`config.mk`:
```
export PLATFORM = sky130hd
export DESIGN_NAME = digital_clock_param
export DESIGN_NICKNAME = d
export VERILOG_FILES = /design/src/rtl/dc_pkg.sv /design/src/rtl/dc_mod_counter.sv /design/src/rtl/digital_clock_param.sv
export SDC_FILE = /design/constraint.sdc
export NUM_CORES = 1
export LEC_CHECK = 0
export ABC_AREA = 1
export BUFFER_PORTS_ARGS = -buffer_cell sky130_fd_sc_hd__buf_2
export CORE_AREA = 4 4 87 89
export CTS_BUF_LIST = sky130_fd_sc_hd__clkbuf_8 sky130_fd_sc_hd__clkbuf_16
export CTS_CLUSTER_SIZE = 25
export DETAILED_ROUTE_END_ITERATION = 6
export DIE_AREA = 0 0 91 93
export PLACE_DENSITY = 0.5
export RECOVER_POWER = 100
export SYNTH_ARGS = -nofsm -noshare
export SYNTH_HDL_FRONTEND = slang
export SYNTH_SLANG_ARGS = --single-unit
```
`constraint.sdc`:
```
create_clock -name clk -period 2.7 [get_ports clk]
set_input_delay 0.54 -clock clk [delete_from_list [all_inputs] [get_ports clk]]
set_output_delay 0.54 -clock clk [all_outputs]
set_load 0.05 [all_outputs]
```
`src/rtl/dc_pkg.sv`:
```
// Shared constants, time record and load-range check for the digital clock.
// DC_W sets the width of the time record; the clock's W parameter must equal it.
package dc_pkg;

    localparam int unsigned DC_W        = 8;
    localparam int unsigned SEC_MAX     = 59;
    localparam int unsigned MIN_MAX     = 59;
    localparam int unsigned HOUR12_NOON = 12;

    typedef struct packed {
        logic [DC_W-1:0] hour;
        logic [DC_W-1:0] min;
        logic [DC_W-1:0] sec;
    } dc_time_t;

    function automatic logic time_valid(input dc_time_t t, input int unsigned hours_per_day);
        return (32'(t.sec) <= SEC_MAX) && (32'(t.min) <= MIN_MAX) &&
               (32'(t.hour) < hours_per_day);
    endfunction

endpackage

```
`src/rtl/dc_mod_counter.sv`:
```
// Modulo-MOD counter with synchronous load (priority over inc) and a carry-out
// that is high in the cycle the count wraps from MOD-1 to 0.
module dc_mod_counter #(
    parameter int unsigned W   = 8,
    parameter int unsigned MOD = 60
) (
    input  logic         clk,
    input  logic         resetn,
    input  logic         inc,
    input  logic         load,
    input  logic [W-1:0] load_val,
    output logic [W-1:0] count,
    output logic         carry
);

    logic [W-1:0] count_q, count_d;

    // NOTE: every output of an always_comb gets a default first, so no path leaves it unassigned and no latch is inferred.
    always_comb begin
        carry   = inc && (count_q == W'(MOD - 1));
        count_d = count_q;
        if (load) begin
            count_d = load_val;
        end else if (inc) begin
            count_d = carry ? '0 : count_q + W'(1);
        end
    end

    // NOTE: state updates use <= so every flop samples pre-edge values, whatever the statement order.
    always_ff @(posedge clk or negedge resetn) begin
        if (!resetn) begin
            count_q <= '0;
        end else begin
            count_q <= count_d;
        end
    end

    assign count = count_q;

endmodule

```
`src/rtl/digital_clock_param.sv`:
```
// Parametrised 24 h binary clock: prescaler, run/pause, validated load, 12 h view, day pulse.
// Optional alarm compare/latch is compiled in when DC_ALARM_EN is defined.
module digital_clock_param
    import dc_pkg::*;
#(
    parameter int unsigned TICK_DIV      = 1,
    parameter int unsigned HOURS_PER_DAY = 24,
    parameter int unsigned W             = DC_W
) (
    input  logic         clk,
    input  logic         resetn,
    input  logic         run,
    input  logic         set_valid,
    input  logic [W-1:0] set_hour,
    input  logic [W-1:0] set_min,
    input  logic [W-1:0] set_sec,
    output logic         set_ack,
    output logic         set_err,
    input  logic         mode_12h,
    output logic [W-1:0] sec,
    output logic [W-1:0] minute,
    output logic [W-1:0] hour,
    output logic         pm,
    output logic         tick,
    output logic         day_pulse
`ifdef DC_ALARM_EN
    ,
    input  logic         alarm_wr,
    input  logic [W-1:0] alarm_hour,
    input  logic [W-1:0] alarm_min,
    input  logic         alarm_ack,
    output logic         alarm
`endif
);

    localparam int unsigned PW = (TICK_DIV > 1) ? $clog2(TICK_DIV) : 1;

    logic [PW-1:0] pre_q, pre_d;
    logic          tick_q, day_q, ack_q, err_q;
    logic          terminal, load_ok, load_bad, tick_ok;
    logic          sec_carry, min_carry, hour_carry;
    logic [W-1:0]  sec_q, min_q, hour_q;
    dc_time_t      set_time;

    assign set_time = '{hour: DC_W'(set_hour), min: DC_W'(set_min), sec: DC_W'(set_sec)};
    assign load_ok  = set_valid && time_valid(set_time, HOURS_PER_DAY);
    assign load_bad = set_valid && !load_ok;
    assign terminal = (pre_q == PW'(TICK_DIV - 1));
    // An accepted load swallows a coincident tick, so nothing downstream sees it.
    assign tick_ok  = run && terminal && !load_ok;

    always_comb begin
        pre_d = pre_q;
        if (load_ok) begin
            pre_d = '0;
        end else if (run) begin
            pre_d = terminal ? '0 : pre_q + PW'(1);
        end
    end

    dc_mod_counter #(.W(W), .MOD(SEC_MAX + 1)) u_sec (
        .clk(clk), .resetn(resetn), .inc(tick_ok), .load(load_ok),
        .load_val(set_sec), .count(sec_q), .carry(sec_carry)
    );

    dc_mod_counter #(.W(W), .MOD(MIN_MAX + 1)) u_min (
        .clk(clk), .resetn(resetn), .inc(sec_carry), .load(load_ok),
        .load_val(set_min), .count(min_q), .carry(min_carry)
    );

    dc_mod_counter #(.W(W), .MOD(HOURS_PER_DAY)) u_hour (
        .clk(clk), .resetn(resetn), .inc(min_carry), .load(load_ok),
        .load_val(set_hour), .count(hour_q), .carry(hour_carry)
    );

    always_ff @(posedge clk or negedge resetn) begin
        if (!resetn) begin
            pre_q  <= '0;
            tick_q <= 1'b0;
            day_q  <= 1'b0;
            ack_q  <= 1'b0;
            err_q  <= 1'b0;
        end else begin
            pre_q  <= pre_d;
            tick_q <= tick_ok;
            day_q  <= hour_carry;
            ack_q  <= load_ok;
            err_q  <= load_bad;
        end
    end

    always_comb begin
        hour = hour_q;
        pm   = 1'b0;
        if (mode_12h) begin
            pm = (hour_q >= W'(HOUR12_NOON));
            if (hour_q == '0) begin
                hour = W'(HOUR12_NOON);
            end else if (hour_q > W'(HOUR12_NOON)) begin
                hour = hour_q - W'(HOUR12_NOON);
            end
        end
    end

    assign sec       = sec_q;
    assign minute    = min_q;
    assign tick      = tick_q;
    assign day_pulse = day_q;
    assign set_ack   = ack_q;
    assign set_err   = err_q;

`ifdef DC_ALARM_EN
    dc_time_t     alarm_time_q, alarm_time_d;
    logic         alarm_q, alarm_d, match;
    logic [W-1:0] min_nxt, hour_nxt;

    // A match needs seconds wrapping to 00, which only a real tick can do; loads never match.
    always_comb begin
        min_nxt      = min_carry ? '0 : min_q + W'(1);
        hour_nxt     = min_carry ? (hour_carry ? '0 : hour_q + W'(1)) : hour_q;
        match        = sec_carry && (min_nxt == W'(alarm_time_q.min)) &&
                       (hour_nxt == W'(alarm_time_q.hour));
        alarm_time_d = alarm_time_q;
        if (alarm_wr) begin
            alarm_time_d = '{hour: DC_W'(alarm_hour), min: DC_W'(alarm_min), sec: '0};
        end
        alarm_d = alarm_q;
        if (match) begin
            alarm_d = 1'b1;
        end else if (alarm_ack) begin
            alarm_d = 1'b0;
        end
    end

    always_ff @(posedge clk or negedge resetn) begin
        if (!resetn) begin
            alarm_time_q <= '0;
            alarm_q      <= 1'b0;
        end else begin
            alarm_time_q <= alarm_time_d;
            alarm_q      <= alarm_d;
        end
    end

    assign alarm = alarm_q;
`endif

endmodule

```
==> results of run 1 <==
## registers in the layout, summed over array words and instances (netlist names)
name / count
u_hour.count: 8
u_min.count: 8
u_sec.count: 8
day_pulse: 1
set_ack: 1
set_err: 1
tick: 1
## worst max-delay path, delay by kind of cell, from the launching register on
family | cells | cell delay [ns]
flip-flops | 1 | 0.44
AND/OR/NAND/NOR | 4 | 0.45
buffers and inverters | 3 | 0.53
AO/OA/AOI/OAI | 1 | 0.11
XOR/XNOR | 1 | 0.14
## logic make-up (layout without fill, tap and decap cells)
logic type                 Yosys count  count (layout)  share of synthesized area (%)
adders and majority gates            7               7                           4.44
xor gates and xnor gates            17              17                           7.55
buffers and inverters               51             109                           10.3
DFF                                 28              28                           35.5
AOI/OAI and AO/OA                   26              26                           8.12
and+or+nand+nor                    140             140                           34.1
## through the flow
stage               cell area [um2]  setup slack [ns]  power [mW]  util, %
global placement               2330             0.493        1.34     34.6
CTS                            2390             0.142        1.62     35.4
detailed placement             2330             0.468        1.35     34.6
global route                   2320           0.00330        1.69     34.3
floorplan                      1970             0.119        1.16        -
finish                         2320             0.220        1.57     34.3
## layer usage
layer | track usage, % | wire, um | share of wire (%)
met5 | 0 | 0 | 0
met2 | 21.2 | 2280 | 45
met4 | 3.89 | 65 | 1.3
met1 | 16.8 | 2450 | 48
met3 | 2.49 | 281 | 5.5
## report_power, final
part	total [mW]	internal (mW)	switching [mW]
Sequential	0.607	0.502	0.105
Clock	0.267	0.131	0.136
Combinational	0.698	0.169	0.529
Total	1.57	0.802	0.770
## placed cells by master (no fill, tap or decap), drive strengths merged, types with 2 or more instances in the layout
master / Yosys / layout
xnor2: 2 / 2
nand3: 38 / 38
nand2: 65 / 65
o21ai: 20 / 20
clkbuf: 0 / 34
o22ai: 3 / 3
nor2: 20 / 20
nand4: 8 / 8
inv: 47 / 47
ha: 7 / 7
dfrtp: 28 / 28
or2: 2 / 2
xor2: 15 / 15
buf: 3 / 27
nor3: 6 / 6
## cell type report
| cell class | count | area, um2 | share of cell area (%) |
|---|---|---|---|
| clock buffers | 4 | 55.1 | 2.38 |
| inverters | 48 | 180 | 7.78 |
| repair buffers | 57 | 253 | 10.9 |
| flip-flops and latches | 28 | 702 | 30.3 |
| well taps | 80 | 100 | 4.32 |
| multi-input cells | 190 | 1030 | 44.3 |
## path summary, 6_finish.rpt
| check | startpoint | end | slack (ns) | cells past startpoint |
|---|---|---|---|---|
| min in group asynchronous | resetn | u_sec.count[0] | 0.62 | 1 |
| worst min register to register | u_sec.count[1] | u_sec.count[1] | 0.56 | 2 |
| worst max register to register | u_sec.count[0] | u_hour.count[5] | 0.73 | 6 |
| worst max-delay path | u_hour.count[4] | hour[4] | 0.22 | 9 |
| worst min-delay path | set_sec[1] | u_sec.count[1] | 0.47 | 3 |
| max in group asynchronous | resetn | u_hour.count[2] | 1.05 | 1 |
==> impl_results.md, run 1 <==
* P&R area growth vs syn at 17.4%
* Most used cell, CP: nand2_1
* Ys async rst share at 100%
* Synth area leaders: dfrtp_1, nand2_1, nand3_1
* Crit-path slowest cell: dfrtp_1
* Dpl hpwl at 3940 um
* Post-Layout Cell Count at 407
* Synth cell count leaders: nand2_1, inv_1, nand3_1, dfrtp_1, nor2_1
* CTS root buf: clkbuf_8
* Synthesized area per cell at 7.34 um2
* Worst EP required at 2.16 ns
* Tot GR Track Use at 12.8%
* FILL cells at 768
* Final Skew at 0.0130 ns
* CP Data Arrival Time at 1.94 ns
* Sum Neg Setup Slack at 0 ns
* Number of hold buffers added after CTS at 0
* Yosys cell types at 32
* DR pass1 iterations at 6
* Clock sinks at 28
* Outcome: finished with violations
* # Post-CTS Setup Buffers at 0
* Max-cap viol count at 1
* Syn Nets at 305
* RSZ-0062 raised after global routing: no
* Min Tclk post-route at 2.48 ns
* Largest fanout on the critical path at 5
* Placed Instances at 403
* Post-synthesis cell count at 269
* Most instantiated library cell after synthesis: nand2_1
* Slew margin rel. at -4.24%
* Share of the clock period used by the worst path at 91.9%
* I/O Buffers at 57
* GP Congestion at 0.788
* Die width at 91 um
* Antenna viol nets, final at 0
* Post-synth EDFFs at 0
* Count of final setup violators at 0
* Clock tree buffer depth at 2
* Synthesized cell area at 1970 um2
* Number of I/O pins at 58
* Worst path cell trace: inv_1 -> nand2_1 -> nor2_1 -> o21ai_0 -> nand2_1 -> inv_1 -> nand2_1 -> xor2_1 -> clkbuf_2
* Core area at 6760 um2
* Failing checks: max-capacitance violations, max-slew violations
* Share of layout cells above drive strength 1 at 14.4%
* P per Cell Area at 679 nW/um2
* Endpoint class of the critical path: output pin
* Wirelength, routed at 5080 um
* CTS tree: done
* Via count at 1868
* Hold slack at 0.467 ns
* Main synth FF type: dfrtp_1
* Die height at 93 um
* H-tree depth at 1
* WS Path Type: flop to output pin
* Remaining global-route overflow at 0
* Vias per cell at 4.59
* Fin. max-slew vios at 29
* Worst vdd ir at 0.000378 V
* Initial DRC count at 46
* FMAX at 0.403 GHz
* Register bit total from synthesis at 28
* P_leak at 1.15 nW
* Die ar. at 8460 um2
* CTS buffer count at 3
* Nets@finish at 364
* Leading area contributor after synthesis: dfrtp_1
* Ant. Diodes at 0
* Endpoints failing hold at 0
* Hold Crit Class: input pin to flop
* Initial Utilization at 29.2%
* DR WL/cell at 12.5 um
* CP startpoint kind: flop
* Post-CTS Resized at 0
* Post-synth top area share at 35.5%
* Synthesis Warnings at 0
* First-pass GRT wire length at 9070 um
* Worst Tran Pin Value at 1.56 ns
* Number of global-route vias before repair at 1943
* DRC at 0
* Largest net degree at the start of global routing at 29
* Register area share after synthesis at 35.5%
* Clock latency on the worst-skew pair at 0.28 ns
* Initial antenna violation count at 0
* Worst-path clk slew at 0.11 ns
* Largest stage delay, worst path at 0.44 ns
* Num rows at 30
No activity file was read; power rests on OpenSTA's default activity.
==> inputs of run 2 (changes only) <==
==> constraint.sdc (replaced) <==
create_clock -name clk -period 3.1 [get_ports clk]
set_input_delay 0.62 -clock clk [delete_from_list [all_inputs] [get_ports clk]]
set_output_delay 0.62 -clock clk [all_outputs]
set_load 0.05 [all_outputs]
==> run 2 against run 1 <==
  * The flow still finishes with violations (max-capacitance violations, max-slew violations)
  * Count of clock-buffer cells in the layout stayed put
  * Flip-flop and latch count stayed put
  * Global-route usage is 0.38 points lower
  * Largest cell class unchanged
==> impl_results.md, run 2 (synthesized netlist as in run 1, its figures left out) <==
* Largest net degree at the start of global routing at 29
* Count of final setup violators at 0
* Clock sinks at 28
* # Post-CTS Setup Buffers at 0
* Switching share of power at 48.9%
* Initial DRC count at 55
* Wirelength, routed at 5020 um
* Hold slack at 0.554 ns
* P per Cell Area at 591 nW/um2
* P_leak at 1.14 nW
* Slew margin rel. at -5.28%
* RSZ-0062 raised after global routing: no
* Worst-path clk slew at 0.10 ns
* GP Congestion at 0.805
* Internal power at 0.697 mW
* Share of layout cells above drive strength 1 at 12.8%
* Logic pwr share at 44.2%
* Via count at 1870
* DRC at 0
* Ant. Diodes at 0
* H-tree depth at 1
* Worst vdd ir at 0.000326 V
* Die ar. at 8460 um2
* Number of global-route vias before repair at 1879
* Buf/Inv on CP at 2
* Antenna viol nets, final at 0
* Clock tree buffer depth at 2
* Clock latency on the worst-skew pair at 0.28 ns
* Share of the clock period used by the worst path at 87.7%
* Worst Tran Pin Value at 1.58 ns
* Post-Layout Cell Count at 407
* First-pass GRT wire length at 8580 um
* Number of hold buffers added after CTS at 0
* P&R area growth vs syn at 16.9%
* DR pass1 iterations at 4
* Initial Utilization at 29.2%
* Final Skew at 0.00366 ns
* Die height at 93 um
* Failing checks: max-capacitance violations, max-slew violations
* Worst EP required at 2.48 ns
* Top delay family on crit path: buffers and inverters
* Largest stage delay, worst path at 0.49 ns
* Hold Crit Class: flop to flop
* WS Path Type: flop to output pin
* Min Tclk post-route at 2.72 ns
* Outcome: finished with violations
* Final WS setup at 0.382 ns
* Register share of total power at 38.9%
* Initial antenna violation count at 0
* Crit-path slowest cell: clkbuf_1
* Endpoints failing hold at 0
* FMAX at 0.368 GHz
* CTS buffer count at 3
* Max-cap viol count at 1
* FILL cells at 775
* Clock power frac at 16.9%
* Endpoint class of the critical path: output pin
* Number of I/O pins at 58
* Fin. max-slew vios at 29
* DR WL/cell at 12.3 um
* CTS tree: done
* Dpl hpwl at 3980 um
* Post-Place Setup Slack at 0.802 ns
* CTS root buf: clkbuf_8
* Remaining global-route overflow at 0
* Nets@finish at 364
* Post-CTS Resized at 0
* Sw Pwr at 0.666 mW
* Largest fanout on the critical path at 8
* Placed Instances at 403
* Final core occ at 34.1%
* Most frequent cells in the layout: nand2_1, inv_1, nand3_1
* Commonest non-fill, non-tap cell in the layout: nand2_1
* CP Data Arrival Time at 2.10 ns
* Worst path cell trace: ha_1 -> inv_1 -> o21ai_0 -> nand2_1 -> nor2_2 -> xor2_1 -> clkbuf_1
* Die width at 91 um
* Core area at 6760 um2
* Tot GR Track Use at 12.4%
* I/O Buffers at 57
* Num rows at 30
* CP startpoint kind: flop
* Sum Neg Setup Slack at 0 ns
* Vias per cell at 4.59
## run 2: cell types whose count changed in the layout (fill, tap and decap cells not counted), sizes merged
cell | previous run | this run
buf | 27 | 26
clkbuf | 34 | 35
## run 2: worst min-delay path: stages (launching register included)
cell and delay [ns]:
dfrtp_1 0.40, nand2_1 0.06, nand3_1 0.06
## run 2: metrics by stage
| stage | cell area, um2 | power (mW) |
|---|---|---|
| after floorplan | 1970 | 1.01 |
| after global placement | 2330 | 1.17 |
| after detailed placement | 2330 | 1.17 |
| after CTS | 2390 | 1.41 |
| after global routing | 2310 | 1.47 |
| final | 2310 | 1.36 |
## run 2: metal layers
metal	track usage, %	part of all wire [%]	up-vias	wire length, um
met1	16.7	49	844	2480
met2	20.1	45	46	2240
met3	1.77	3.8	9	193
met5	0	0	-	0
met4	4.65	2.2	0	109
li1	-	-	971	-
## run 2: power by group through the flow
stage | clock network (mW) | logic (mW) | registers [mW]
floorplan | 0 | 0.261 | 0.745
global placement | 0 | 0.633 | 0.534
CTS | 0.240 | 0.638 | 0.530
detailed placement | 0 | 0.637 | 0.535
finish | 0.231 | 0.603 | 0.530
global route | 0.256 | 0.662 | 0.549
## run 2: final timing paths
check	from	end	slack (ns)	cells past startpoint
max reg2reg	u_sec.count[0]	u_min.count[4]	0.63	10
min in group asynchronous	resetn	u_sec.count[1]	0.72	1
max in group asynchronous	resetn	u_hour.count[6]	1.47	1
min reg2reg	u_sec.count[1]	u_sec.count[1]	0.55	2
max	u_hour.count[2]	hour[5]	0.38	7
min	u_sec.count[1]	u_sec.count[1]	0.55	2
## run 2: final cells by class
class                           count  area [um2]  share of cell area, %
Inverter                           48         180                   7.81
Sequential cell                    28         701                   30.4
Timing Repair Buffer               57         249                   10.8
Multi-Input combinational cell    190        1020                   44.3
Tap cell                           80         100                   4.34
Clock buffer                        4        55.1                   2.39
